--- src/rtl/router_out_fifo.sv ---
// Per-destination output FIFO. Header bytes are tagged on write so the read
// side can track packet boundaries and report when a packet is fully drained.
module router_out_fifo #(
  parameter int DEPTH = 16,
  parameter int WIDTH = 8,
  parameter int ADDR  = 4
) (
  input  logic             clock,
  input  logic             resetn,
  input  logic             soft_reset,
  input  logic             write_enb,
  input  logic             read_enb,
  input  logic             lfd_state,
  input  logic [WIDTH-1:0] data_in,
  output logic [WIDTH-1:0] data_out,
  output logic             full,
  output logic             empty,
  output logic             pkt_busy
);

  localparam int CNT_W = 6;

  typedef struct packed {
    logic             hdr;
    logic [WIDTH-1:0] data;
  } entry_t;

  entry_t           mem [DEPTH];
  logic [ADDR:0]    wr_ptr, rd_ptr;
  logic [CNT_W-1:0] cnt, cnt_nxt;
  logic             do_wr, do_rd;
  entry_t           rd_entry;
  logic [CNT_W-1:0] hdr_len;

  // Extra pointer MSB distinguishes full from empty when addresses match.
  assign empty = (wr_ptr == rd_ptr);
  assign full  = (wr_ptr[ADDR-1:0] == rd_ptr[ADDR-1:0]) &&
                 (wr_ptr[ADDR] != rd_ptr[ADDR]);

  // Soft reset wins over both ports; flags are sampled before the edge.
  assign do_wr = write_enb && !full  && !soft_reset;
  assign do_rd = read_enb  && !empty && !soft_reset;

  assign rd_entry = mem[rd_ptr[ADDR-1:0]];
  // Payload length lives in the upper six bits of the header byte.
  assign hdr_len  = rd_entry.data[WIDTH-1 -: CNT_W];

  always_comb begin
    cnt_nxt = cnt;
    if (do_rd) begin
      if (rd_entry.hdr)
        cnt_nxt = hdr_len + CNT_W'(1);
      else if (cnt != '0)
        cnt_nxt = cnt - CNT_W'(1);
    end
  end

  // Storage has no reset; stale entries are unreachable once pointers clear.
  always_ff @(posedge clock) begin
    if (do_wr)
      mem[wr_ptr[ADDR-1:0]] <= '{hdr: lfd_state, data: data_in};
  end

  always_ff @(posedge clock or negedge resetn) begin
    if (!resetn) begin
      wr_ptr   <= '0;
      rd_ptr   <= '0;
      cnt      <= '0;
      pkt_busy <= 1'b0;
      data_out <= '0;
    end else if (soft_reset) begin
      wr_ptr   <= '0;
      rd_ptr   <= '0;
      cnt      <= '0;
      pkt_busy <= 1'b0;
      data_out <= '0;
    end else begin
      if (do_wr)
        wr_ptr <= wr_ptr + 1'b1;
      if (do_rd) begin
        rd_ptr   <= rd_ptr + 1'b1;
        data_out <= rd_entry.data;
      end
      cnt      <= cnt_nxt;
      pkt_busy <= (cnt_nxt != '0);
    end
  end

endmodule

--- config.mk ---
export PLATFORM = sky130hd
export DESIGN_NAME = router_out_fifo
export DESIGN_NICKNAME = d
export VERILOG_FILES = /design/src/rtl/router_out_fifo.sv
export SDC_FILE = /design/constraint.sdc
export NUM_CORES = 1
export LEC_CHECK = 0
export BUFFER_PORTS_ARGS = -buffer_cell sky130_fd_sc_hd__buf_2
export CAP_MARGIN = 40
export CELL_PAD_IN_SITES_DETAIL_PLACEMENT = 0
export CELL_PAD_IN_SITES_GLOBAL_PLACEMENT = 1
export CORE_MARGIN = 2
export CORE_UTILIZATION = 54
export DETAILED_ROUTE_END_ITERATION = 7
export GPL_TIMING_DRIVEN = 1
export PLACE_DENSITY = 0.86
export SETUP_SLACK_MARGIN = 0.15
export SLEW_MARGIN = 30
export SYNTH_ARGS = -nofsm -noshare
export SYNTH_HDL_FRONTEND = slang
export SYNTH_SLANG_ARGS = --single-unit
--- constraint.sdc ---
create_clock -name clock -period 3.45 [get_ports clock]
set_input_delay 0.345 -clock clock [delete_from_list [all_inputs] [get_ports clock]]
set_output_delay 0.345 -clock clock [all_outputs]
set_load 0.05 [all_outputs]
======== After elaboration in Yosys (flattened, before gate mapping) ========
Memory sizes are Yosys's and may differ from the RTL's.
Cells that the tools add are included.
cells by class
  mux-type cells .......................... 13
  add/subtract/negate cells ............... 4
  equality and inequality tests ........... 3
  reduce and logical (&&, ||, !) cells .... 12
operators with widths
  kind                                              count
  two-way mux 6 bit                                 4
  two-way mux 5 bit                                 4
  two-way mux 8 bit                                 2
  nonzero test 6 bit                                2
  adder 5 x 1 -> 5 bit, second input constant       2
  adder 6 x 1 -> 6 bit, second input constant       1
  subtractor 6 x 1 -> 6 bit, second input constant  1
  equality test 5 bit                               1
  logical AND 1 bit                                 5
  equality test 4 bit                               1
  nonzero test 2 bit                                2
  zero test 1 bit                                   3
  two-way mux 1 bit                                 3
  != test 1 bit                                     1
word-level totals
  logic and storage cells ................. 38
  register bits after elaboration ......... 25
  input port bits ......................... 14
  RAM bits ................................ 144
  output and inout bits ................... 11
  memories kept ........................... 1
memory list
  name  words  width  read ports  clocked after Yosys merged registers in  write ports  RTL line  RTL
  mem   16     9      1           0                                        1            28        entry_t mem [DEPTH];

======== Logic depth before layout (Yosys ltp) ========
  depth in word-level cells ............... 7
  mapped depth ............................ 11
  gate-level depth less buffers ........... 9

======== Least setup slack after synthesis ========
OpenSTA, ideal clock, no wires.
  path kind ............................... register to register
  from .................................... register rd_ptr[0]
  to ...................................... register pkt_busy
  setup slack ............................. 831 ps
  cell stages (with the launch flop) ...... 9
  library setup time ...................... 141 ps
  required time ........................... 3,309 ps
  period minus slack after synthesis ...... 2,619 ps
  arrival time ............................ 2,479 ps
  path buffers ............................ 1
  cell sequence ........................... dfrtp_1 buf_6 mux4_1 mux4_2 ha_1 o22ai_1 a22oi_1 nor4b_1 o2111ai_1
on the way
  word-level cells in the longest chain between the ends .. 7
RTL lines
  what                                                         RTL line  RTL
  start: declaration                                           29        logic [ADDR:0] wr_ptr, rd_ptr;
  start signal: assignment                                     81        rd_ptr <= rd_ptr + 1'b1;
  branches (longest 4 deep; another with memory (16 x 9 bit))  --
  two-way mux 6 bit *                                          50        if (do_rd) begin
  nonzero test 6 bit *                                         85        pkt_busy <= (cnt_nxt != '0);
  two-way mux 1 bit *                                          71        end else if (soft_reset) begin
  end signal: assignment                                       85
  end: declaration                                             18        output logic pkt_busy
Mark *: on every way between the ends.
A chain may end at the register's enable or synchronous reset.

======== Final worst setup path ========
  from .................................... register rd_ptr[1]
  to ...................................... memory mem[7][6] (netlist name), enable pin
on the way
  word-level cells in the longest chain between the ends .. 7
RTL lines
  what                                     RTL line  RTL
  equality test 4 bit                      37        assign full = (wr_ptr[ADDR-1:0] == rd_ptr[ADDR-1:0]) &&
  logical AND 1 bit                        37
  zero test 1 bit                          41        assign do_wr = write_enb && !full && !soft_reset;
  logical AND 1 bit (2 in a row)           41
  two-way mux 1 bit                        60        if (do_wr)
  two-way mux 1 bit (not written as such)  61        mem[wr_ptr[ADDR-1:0]] <= '{hdr: lfd_state, data: data_in};
  end: declaration                         28
Every way passes these cells.

==> impl_metrics.json <==
{
  "cts_made_buffers": 17,
  "ys_async_sr_fraction_pct": 14.8,
  "yosysMostFrequentCell": "edfxtp_1",
  "detail_route.wl_per_cell_um": 23.0,
  "core_um2": 13100,
  "stdcell_area_um2": 8060,
  "antenna_found_initial": 0,
  "tns_ps": 0,
  "place_area_um2": 7480,
  "clkTransAtPathRegs_ps": 60,
  "tritoncts": "built",
  "rsz0062_at_grt": "no",
  "syn_nets": 422,
  "vias": 3704,
  "grt_start_max_net_pins": 28,
  "crit_fanout": 21,
  "seqCellArea_um2": 4950,
  "synth_area_leaders": "edfxtp_1 (60%), mux4_2 (8.7%), dfrtp_1 (8.7%)",
  "firstDrtPassIters": 4,
  "ys_types": 53,
  "fp.dieH_um": 120,
  "cp.required_ps": 3510,
  "multi_input_area_um2": 2070,
  "start_kind": "flip-flop",
  "ant_nets": 0,
  "synthCells": 400,
  "slew_headroom_pct": 53.3,
  "antenna_cells": 0,
  "dieArea_um2": 14300,
  "synth_top_cell_area_share_pct": 59.9,
  "layout.nets": 458,
  "port_buffers": 24,
  "r2r_start": "rd_ptr[1]",
  "grt_pass1_wl_mm": 22.5,
  "io_pins": 25,
  "layout.cells.non_filler": 623,
  "run_status": "finished clean",
  "timing.rr.end": "mem[7][6]",
  "cap_viol_max_count": 0,
  "regToRegSetupSlack_ps": 430,
  "synth_edf_count": 144,
  "worstHoldPathCells": 1,
  "synth-main-ff-cell": "edfxtp_1",
  "grt_util_all_layers_pct": 22.0,
  "cp_slowest_cell": "dfrtp_2",
  "gp_congestion": 0.913,
  "vias_per_cell": 5.95,
  "fin_crit_ps": 3020,
  "drcViolationCount": 0,
  "endpoint_kind": "flip-flop",
  "synth-seq-cells": 169,
  "clkSinkCount": 169,
  "slowest_delay_ps": 690,
  "clock_latency_ps": 420,
  "totalWireLength_mm": 14.3,
  "p_leak_nw": 2.78,
  "ctsHtreeMaxLevel": 4,
  "synth_top_area_cell": "edfxtp_1",
  "avgSynthCellArea_um2": 18.0,
  "tightest_slew_ps": 700,
  "criticalPathCategory": "flip-flop to flip-flop",
  "grt_overflow": 0,
  "finalCritPeriodShare_pct": 87.7,
  "grt_pass1_vias": 3725,
  "post-dp-hpwl_mm": 9.64,
  "cts_root_buf": "clkbuf_16",
  "synth_area_um2": 7220,
  "min_from": "data_in[3]",
  "cts_buffer_depth": 2,
  "power_density_nw_per_um2": 615,
  "drive_above_1_share_pct": 22.8,
  "finalClockSkew_ps": 7.37,
  "hold_viol": 0,
  "drv_slew": 0,
  "syn_to_final_growth_pct": 11.7,
  "whs_endpoint": "mem[9][3]",
  "yosysSeqAreaShare_pct": 68.6,
  "setup_viol": 0,
  "path_cells": "buf_4, xnor2_1, nand4_1, nand2b_1, nand2_1, nor4b_1, and2_1",
  "cp.arrival_ps": 3090,
  "fmax_mhz": 331,
  "ir_worst_vdd_v": 0.000382,
  "num_rows": 42,
  "final_core_util_pct": 61.4,
  "cts_setup_buffers": 0,
  "drtIter0Drc": 390,
  "start_util_pct": 54.9,
  "hp-class": "input port to flip-flop",
  "reg2reg_depth": 7,
  "die_w_um": 120,
  "synth_common_cells": "edfxtp_1 (144), mux4_2 (28), dfrtp_1 (25), nand2_1 (25), and2_1 (16)",
  "ys_warn_count": 0,
  "total_power_mw": 4.96,
  "nFillCells": 936,
  "place_inst": 592
}
## cell type report
class                           instances  area share (%)
Clock inverter                          9            1.57
Multi-Input combinational cell        201            25.7
Timing Repair Buffer                   36            2.64
Clock buffer                           21            5.46
Inverter                               11           0.512
Tap cell                              176            2.73
Sequential cell                       169            61.4
## power by group
group	switching (mW)	internal, mW
Combinational	0.477	0.322
Sequential	0.0547	2.27
Clock	0.710	1.12
## routing by layer
| layer | up-vias | wire, um | global-route usage, % |
|---|---|---|---|
| met2 | 131 | 7000 | 34.2 |
| li1 | 1660 | - | - |
| met5 | - | 0 | 0 |
| met4 | 0 | 220 | 7.50 |
| met3 | 16 | 832 | 4.42 |
| met1 | 1897 | 6290 | 31.6 |
## through the flow
step	setup slack, ps	hold WS [ps]
floorplan	831	49.4
global placement	608	375
detailed placement	423	376
CTS	405	295
global route	193	314
finish	425	308
## cell usage in the layout, fill, tap and decap left out, drive strengths merged, types with 2 or more instances in the layout
cell type	n
bufinv	3
nand2	25
nor3b	4
nor3	2
ha	8
mux2	2
a21oi	12
xor2	8
mux2i	7
edfxtp	144
o2bb2ai	2
nor4b	3
o2111ai	2
o21ai	10
mux4	41
nor2b	2
nand3	3
and4	4
inv	11
nor2	15
clkbuf	21
clkinvlp	3
buf	35
clkinv	3
dfrtp	25
xnor2	10
a22o	2
and2	17
a22oi	5
nand4	5
nor4	2
## cells by family after synthesis
group / after synthesis / synth area share [%]
xor gates and xnor gates: 18 / 2.18
DFF: 169 / 68.6
muxes: 50 / 14.9
AOI/OAI and AO/OA: 39 / 3.66
and+or+nand+nor: 86 / 6.50
adders and majority gates: 8 / 1.39
buffers and inverters: 30 / 2.74
## sequential cells by signal (all words and copies together) (netlist names)
signal    flops
rd_ptr        5
mem         144
data_out      8
pkt_busy      1
cnt           6
wr_ptr        5
## how the worst max path moves through the flow
stage	slack (ps)	from	depth (start not counted)	end
6_report	430	rd_ptr[1]	7	mem[7][6]
5_1_grt	190	rd_ptr[1]	7	mem[9][7]
4_1_cts	400	rd_ptr[1]	7	mem[7][4]
3_5_place_dp	420	rd_ptr[1]	7	mem[7][0]
3_3_place_gp	610	rd_ptr[1]	7	mem[9][0]
2_1_floorplan	830	rd_ptr[0]	8	pkt_busy
## critical path, delay by kind of cell, from the launching register on
kind / cells / cell delay, ps
buffers and inverters: 1 / 270
flip-flops: 1 / 690
AND/OR/NAND/NOR: 5 / 1600
XOR/XNOR: 1 / 80
## repair_timing
| item | CTS | global route |
|---|---|---|
| endpoints found under the setup margin | 0 | 8 |
| hold endpoints to repair | 25 | 0 |
| gates resized for setup | 0 | 1 |
| hold buffers | 1 | 0 |
(Power assumes the default switching activity.)
